[config.mk]
export PLATFORM = sky130hd
export DESIGN_NAME = instruction_fetch_unit_flat
export DESIGN_NICKNAME = d
export VERILOG_FILES = /design/src/rtl/instruction_fetch_unit_if.sv /design/src/rtl/instruction_fetch_unit.sv /design/src/flat_wrapper.sv
export SDC_FILE = /design/constraint.sdc
export NUM_CORES = 1
export LEC_CHECK = 0
export CORE_MARGIN = 2
export CORE_UTILIZATION = 35
export DETAILED_ROUTE_END_ITERATION = 16
export GPL_TIMING_DRIVEN = 0
export PLACE_DENSITY_LB_ADDON = 0.1
export SLEW_MARGIN = 20
export SYNTH_ARGS = -nofsm -noshare
export SYNTH_HDL_FRONTEND = slang
export SYNTH_SLANG_ARGS = --single-unit
[constraint.sdc]
create_clock -name Clk -period 2.33 [get_ports Clk]
set_input_delay 0.3495 -clock Clk [delete_from_list [all_inputs] [get_ports Clk]]
set_output_delay 0.3495 -clock Clk [all_outputs]
set_load 0.01 [all_outputs]
[src/rtl/instruction_fetch_unit_if.sv]
// Fetch-side bundle between the fetch unit, InstructionMemory and decode.
// master = fetch unit, slave = memory/decode/control environment.
interface instruction_fetch_unit_if;
   logic        Enable;
   logic        Redirect;
   logic [31:0] RedirectPC;
   logic        DecodeReady;
   logic [31:0] Address;
   logic [31:0] Instruction;
   logic [31:0] InstrOut;
   logic [31:0] PCOut;
   logic [31:0] PCPlus4Out;
   logic        InstrValid;
   logic        Halted;
   logic        Fault;
   logic [15:0] FetchCount;

   modport master (
      input  Enable, Redirect, RedirectPC, DecodeReady, Instruction,
      output Address, InstrOut, PCOut, PCPlus4Out, InstrValid, Halted, Fault, FetchCount
   );

   modport slave (
      output Enable, Redirect, RedirectPC, DecodeReady, Instruction,
      input  Address, InstrOut, PCOut, PCPlus4Out, InstrValid, Halted, Fault, FetchCount
   );
endinterface

[src/rtl/instruction_fetch_unit.sv]
// Instruction fetch unit: PC register, IF/ID output register with valid/ready
// handshake to decode, branch redirect, halt detection and out-of-range fault.
module instruction_fetch_unit #(
   parameter logic [31:0] RESET_PC   = 32'h0000_0000,
   parameter int unsigned MEM_WORDS  = 128,
   parameter logic [31:0] HALT_INSTR = 32'hFC00_0000
) (
   input  logic                      Clk,
   input  logic                      Reset,
   instruction_fetch_unit_if.master  bus
);

   localparam logic [32:0] PC_LIMIT = 33'(MEM_WORDS) * 33'd4;

   typedef enum logic [1:0] {RUN, HALT, FAULT} state_t;

   state_t      state, state_n;
   logic [31:0] pc, pc_n;
   logic [31:0] instr_q, instr_n;
   logic [31:0] pc_out_q, pc_out_n;
   logic [31:0] pc4_q, pc4_n;
   logic        valid_q, valid_n;
   logic        halted_q, halted_n;
   logic        fault_q, fault_n;
   logic [15:0] count_q, count_n;

   logic        slot_free;
   logic        in_range;

   assign slot_free = !valid_q || bus.DecodeReady;
   assign in_range  = ({1'b0, pc} < PC_LIMIT);

   always_ff @(posedge Clk) begin
      if (!Reset) begin
         state    <= RUN;
         pc       <= RESET_PC;
         instr_q  <= '0;
         pc_out_q <= '0;
         pc4_q    <= '0;
         valid_q  <= 1'b0;
         halted_q <= 1'b0;
         fault_q  <= 1'b0;
         count_q  <= '0;
      end else begin
         state    <= state_n;
         pc       <= pc_n;
         instr_q  <= instr_n;
         pc_out_q <= pc_out_n;
         pc4_q    <= pc4_n;
         valid_q  <= valid_n;
         halted_q <= halted_n;
         fault_q  <= fault_n;
         count_q  <= count_n;
      end
   end

   always_comb begin
      state_n  = state;
      pc_n     = pc;
      instr_n  = instr_q;
      pc_out_n = pc_out_q;
      pc4_n    = pc4_q;
      halted_n = halted_q;
      fault_n  = fault_q;
      count_n  = count_q;
      // Consumption by decode is the default; a fetch below overrides it.
      valid_n  = valid_q && !bus.DecodeReady;

      if (state == RUN) begin
         if (bus.Redirect) begin
            pc_n    = bus.RedirectPC & ~32'd3;
            valid_n = 1'b0;
         end else if (bus.Enable && slot_free) begin
            if (!in_range) begin
               fault_n = 1'b1;
               state_n = FAULT;
            end else begin
               instr_n  = bus.Instruction;
               pc_out_n = pc;
               pc4_n    = pc + 32'd4;
               valid_n  = 1'b1;
               pc_n     = pc + 32'd4;
               count_n  = (count_q == '1) ? count_q : count_q + 16'd1;
               if (bus.Instruction == HALT_INSTR) begin
                  state_n  = HALT;
                  halted_n = 1'b1;
               end
            end
         end
      end
   end

   assign bus.Address    = pc;
   assign bus.InstrOut   = instr_q;
   assign bus.PCOut      = pc_out_q;
   assign bus.PCPlus4Out = pc4_q;
   assign bus.InstrValid = valid_q;
   assign bus.Halted     = halted_q;
   assign bus.Fault      = fault_q;
   assign bus.FetchCount = count_q;

endmodule

[src/flat_wrapper.sv]
// flat-port wrapper written by rule: the top's interface ports become plain ports
module instruction_fetch_unit_flat 
#(
   parameter logic [31:0] RESET_PC   = 32'h0000_0000,
   parameter int unsigned MEM_WORDS  = 128,
   parameter logic [31:0] HALT_INSTR = 32'hFC00_0000
)
  (Clk, Reset, bus_Enable, bus_Redirect, bus_RedirectPC, bus_DecodeReady, bus_Instruction, bus_Address, bus_InstrOut, bus_PCOut, bus_PCPlus4Out, bus_InstrValid, bus_Halted, bus_Fault, bus_FetchCount);
  instruction_fetch_unit_if bus_i ();
  input  logic Clk;
  input  logic Reset;
  input wire logic [$bits(bus_i.Enable)-1:0] bus_Enable;
  input wire logic [$bits(bus_i.Redirect)-1:0] bus_Redirect;
  input wire logic [$bits(bus_i.RedirectPC)-1:0] bus_RedirectPC;
  input wire logic [$bits(bus_i.DecodeReady)-1:0] bus_DecodeReady;
  input wire logic [$bits(bus_i.Instruction)-1:0] bus_Instruction;
  output wire logic [$bits(bus_i.Address)-1:0] bus_Address;
  output wire logic [$bits(bus_i.InstrOut)-1:0] bus_InstrOut;
  output wire logic [$bits(bus_i.PCOut)-1:0] bus_PCOut;
  output wire logic [$bits(bus_i.PCPlus4Out)-1:0] bus_PCPlus4Out;
  output wire logic [$bits(bus_i.InstrValid)-1:0] bus_InstrValid;
  output wire logic [$bits(bus_i.Halted)-1:0] bus_Halted;
  output wire logic [$bits(bus_i.Fault)-1:0] bus_Fault;
  output wire logic [$bits(bus_i.FetchCount)-1:0] bus_FetchCount;
  assign bus_i.Enable = bus_Enable;
  assign bus_i.Redirect = bus_Redirect;
  assign bus_i.RedirectPC = bus_RedirectPC;
  assign bus_i.DecodeReady = bus_DecodeReady;
  assign bus_i.Instruction = bus_Instruction;
  assign bus_Address = bus_i.Address;
  assign bus_InstrOut = bus_i.InstrOut;
  assign bus_PCOut = bus_i.PCOut;
  assign bus_PCPlus4Out = bus_i.PCPlus4Out;
  assign bus_InstrValid = bus_i.InstrValid;
  assign bus_Halted = bus_i.Halted;
  assign bus_Fault = bus_i.Fault;
  assign bus_FetchCount = bus_i.FetchCount;
  instruction_fetch_unit #(.RESET_PC(RESET_PC), .MEM_WORDS(MEM_WORDS), .HALT_INSTR(HALT_INSTR)) u_core (.Clk(Clk), .Reset(Reset), .bus(bus_i));
endmodule
==> summary.txt <==
Timing
  • Max_slew headroom: 51.15%
  • Final setup fails: 0
  • Post-Route Skew: 8.252 ps
  • Max Slew Vio Count: 0
  • Minimum clock period: 2310 ps
  • Final setup margin: 20.09 ps
  • RSZ-0062 raised after global routing: true
  • Fmax: 0.4329 GHz
  • Final hold vios: 0
  • Setup TNS: 0 ps
  • Worst-Margin Slew: 732.8 ps
  • Tcrit/Tclk final: 99.14%

Floorplan
  • Die Height: 131.5 um
  • Total core area: 15890 um2
  • Std-Cell Rows: 46
  • Die Width: 131.5 um
  • Die ar.: 17280 um2
  • Boundary Pins: 216
  • Initial Utilization: 35.79%

Yosys
  • Count of cell types in the netlist: 48
  • Post-synthesis register bit count: 143
  • Top cell type's share of synthesized area: 50.35%
  • Commonest cells in the netlist: dfxtp_1 (143), nand2_1 (119), a21oi_1 (64), and3_1 (51), clkbuf_1 (43)
  • Syn Inst Count: 660
  • Ys async rst share: 0%
  • Top FF cell, synth: dfxtp_1
  • Top cells by area, synth: dfxtp_1 (50%), nand2_1 (7.9%), a21oi_1 (5.6%), and3_1 (5.6%), o31ai_1 (2.9%)
  • Register area share after synthesis: 50.35%
  • Synth Warn #: 0
  • Yosys top cell by area: dfxtp_1
  • Syn Area/Cell: 8.614 um2
  • Synthesized area: 5685 um2
  • Count leader, synth: dfxtp_1
  • EDFF count, synth: 0

Worst setup path
  • Slowest stage delay, CP: 510 ps
  • WS Path Type: reg2reg
  • Reg-to-reg endpoint: u_core.bus.FetchCount[4]
  • Critical Path RT: 2680 ps
  • Max FO, Critical Path: 9
  • Arrival time worst endpoint: 2660 ps
  • Crit path max-delay cell type: or4_4
  • CP Cell Sequence: nor4_4, nand4_1, buf_4, or3_4, buf_6, or4_4, a21oi_2
  • Reg2reg path depth: 7
  • Total buffers and inverters traversed by the critical path: 2
  • CP startpoint kind: register
  • Crit path from: u_core.bus.Address[22]
  • CP Capture Type: register
  • Largest delay share family, worst path: simple AND/OR/NAND/NOR gates
  • R2r startpoint: u_core.bus.Address[22]
  • Worst reg-to-reg setup slack: 20 ps

Pwr
  • Net Sw Power: 0.001521 W
  • Pwr dens: 685.1 nW/um2
  • Switching Share: 24.87%
  • P_leak: 3.248 nW
  • Worst IR Drop VDD: 0.4816 mV
  • Reg power frac: 42.4%
  • Clock power share: 45.4%
  • Pint: 0.004595 W
  • Tot Pwr: 0.006116 W
  • Combinational Power Share: 12.3%

Drt
  • Vias: 5935
  • Met3 routed WL: 1376 um
  • Routed Wire Length: 18990 um
  • Routed wl met2: 8823 um
  • Routed len/inst: 16.85 um
  • Antenna viol nets, final: 0
  • DRC: 0
  • DRT iter0 DRCs: 493
  • Detail-routed via count per cell: 5.266
  • Max Used Layer: met4
  • Met1 wire length: 8391 um
  • DRT Pass-1 Iters: 6

Clock tree
  • Root Driver: clkbuf_16
  • Bufs on Longest Clock Path: 2
  • Clock Latency Late Sink: 420 ps
  • Sink Count: 143
  • Cts-stage hold buffer count: 0
  • CTS tree: yes
  • CTS buffer count: 17
  • Clk slew on worst S/H paths: 60 ps
  • CTS HTree Levels: 4

Layout
  • Diode count: 0
  • Layout cells sized above 1: 12.18%
  • Nets: 969
  • Fill cell count: 1456
  • Fin area: 8927 um2
  • Area growth syn-to-layout: 57.02%
  • Final cell count without fillers: 1127

Min path
  • Worst hold path cell count: 2
  • HP Class: reg2reg
  • WHS Endpoint: u_core.bus.InstrOut[4]
  • Hold_sp: u_core.bus.InstrOut[4]

Place
  • Port Buffer Count: 206
  • DP HPWL: 13810 um
  • GPL Wtd Cong: 0.8645
  • DP Cell Count: 1087
  • Setup Slack @ Placement: -469.1 ps
  • Post-DP Area: 8036 um2

Global routing
  • Global-route wire length before repair: 29820 um
  • Tot GR Track Use: 21.46%
  • Initial antenna violation count: 0
  • Largest net degree at the start of global routing: 17
  • Gr ovfl total: 0
  • Vias in the first global route: 5575

Run status
  • Outcome: finished, final reports clean

Job
  • Max-cap violations: 0
==> cell type report <==
| type | count | area [um2] | share of cell area [%] |
|---|---|---|---|
| plain buffers | 53 | 261.5 | 2.929 |
| well taps | 216 | 270.3 | 3.027 |
| clock buffers | 18 | 439.2 | 4.919 |
| multi-input cells | 454 | 2716 | 30.43 |
| inverters | 12 | 45.04 | 0.5046 |
| flip-flops and latches | 143 | 2870 | 32.15 |
| clock inverters | 14 | 167.7 | 1.878 |
| repair buffers | 217 | 2157 | 24.16 |
==> repair_timing <==
action | in CTS | in global routing
gates resized for setup | 24 | 45
setup buffers | 2 | 9
hold endpoints to repair | 0 | 0
pin swaps | 4 | 9
endpoints found under the setup margin | 138 | 129
==> power groups by stage <==
stage	Sequential [W]	Clock, W	Combinational [W]
6_report	0.00259	0.00277	0.000750
5_1_grt	0.00260	0.00293	0.000809
4_1_cts	0.00258	0.00283	0.000712
3_5_place_dp	0.00263	0	0.000674
3_3_place_gp	0.00263	0	0.000666
2_1_floorplan	0.00265	0	0.000289
==> state kept, by name (all words and copies together) (netlist names) <==
signal and cells:
u_core.state 2, u_core.bus.InstrValid 1, u_core.bus.Halted 1, u_core.bus.Fault 1, u_core.bus.PCOut 30, u_core.bus.Address 30, u_core.bus.FetchCount 16, u_core.bus.PCPlus4Out 30
u_core.bus.InstrOut 32
==> metal layers <==
layer  vias up  global-route usage [%]
li1       2833                       -
met1      2809                   28.41
met2       262                   33.62
met3        31                   5.285
met4         0                   8.514
met5         -                       0
==> worst max-delay path by stage <==
stage	end	slack (ps)	depth (start not counted)
after CTS	u_core.bus.FetchCount[4]	-30	6
after global placement	u_core.bus.PCPlus4Out[9]	-440	7
after floorplan	u_core.bus.Address[28]	220	6
final	u_core.bus.FetchCount[4]	20	7
after detailed placement	u_core.bus.PCPlus4Out[9]	-470	7
after global routing	u_core.bus.FetchCount[4]	-70	7
==> tightest hold or removal path: cells and delay by family, from the launching register on <==
family / cells / cell delay [ps]
flip-flops: 1 / 300
AND/OR/NAND/NOR: 1 / 50
AO/OA/AOI/OAI: 1 / 50
==> kinds of logic (layout without fill, tap and decap cells) <==
| group | Yosys count | count (layout) | synth area share, % |
|---|---|---|---|
| muxes | 2 | 2 | 0.3521 |
| buffers and inverters | 68 | 314 | 5.083 |
| other | 1 | 6 | 0.06596 |
| DFF | 143 | 143 | 50.35 |
| AOI/OAI and AO/OA | 149 | 149 | 17.10 |
| xor gates and xnor gates | 7 | 7 | 1.078 |
| adders and majority gates | 2 | 2 | 0.4401 |
| and+or+nand+nor | 288 | 288 | 25.53 |
==> metrics by stage <==
stage          util (%)  hold WS, ps
3_3_place_gp      50.59        443.6
4_1_cts           54.95        453.6
2_1_floorplan         -        441.4
6_report          56.20        452.5
3_5_place_dp      50.59        445.7
5_1_grt           56.20        466.6
==> cells in the final DEF (no fill, tap or decap), types with 16 or more instances in the layout <==
master / synthesis / layout
clkbuf_16: 0 / 17
dfxtp_1: 143 / 137
a21oi_1: 64 / 61
a22o_1: 16 / 16
nand2_1: 119 / 119
nand3_1: 20 / 20
buf_4: 6 / 17
and3_1: 51 / 51
nor2_1: 24 / 24
clkbuf_1: 43 / 26
clkdlybuf4s50_1: 0 / 206
(Power assumes the default switching activity.)
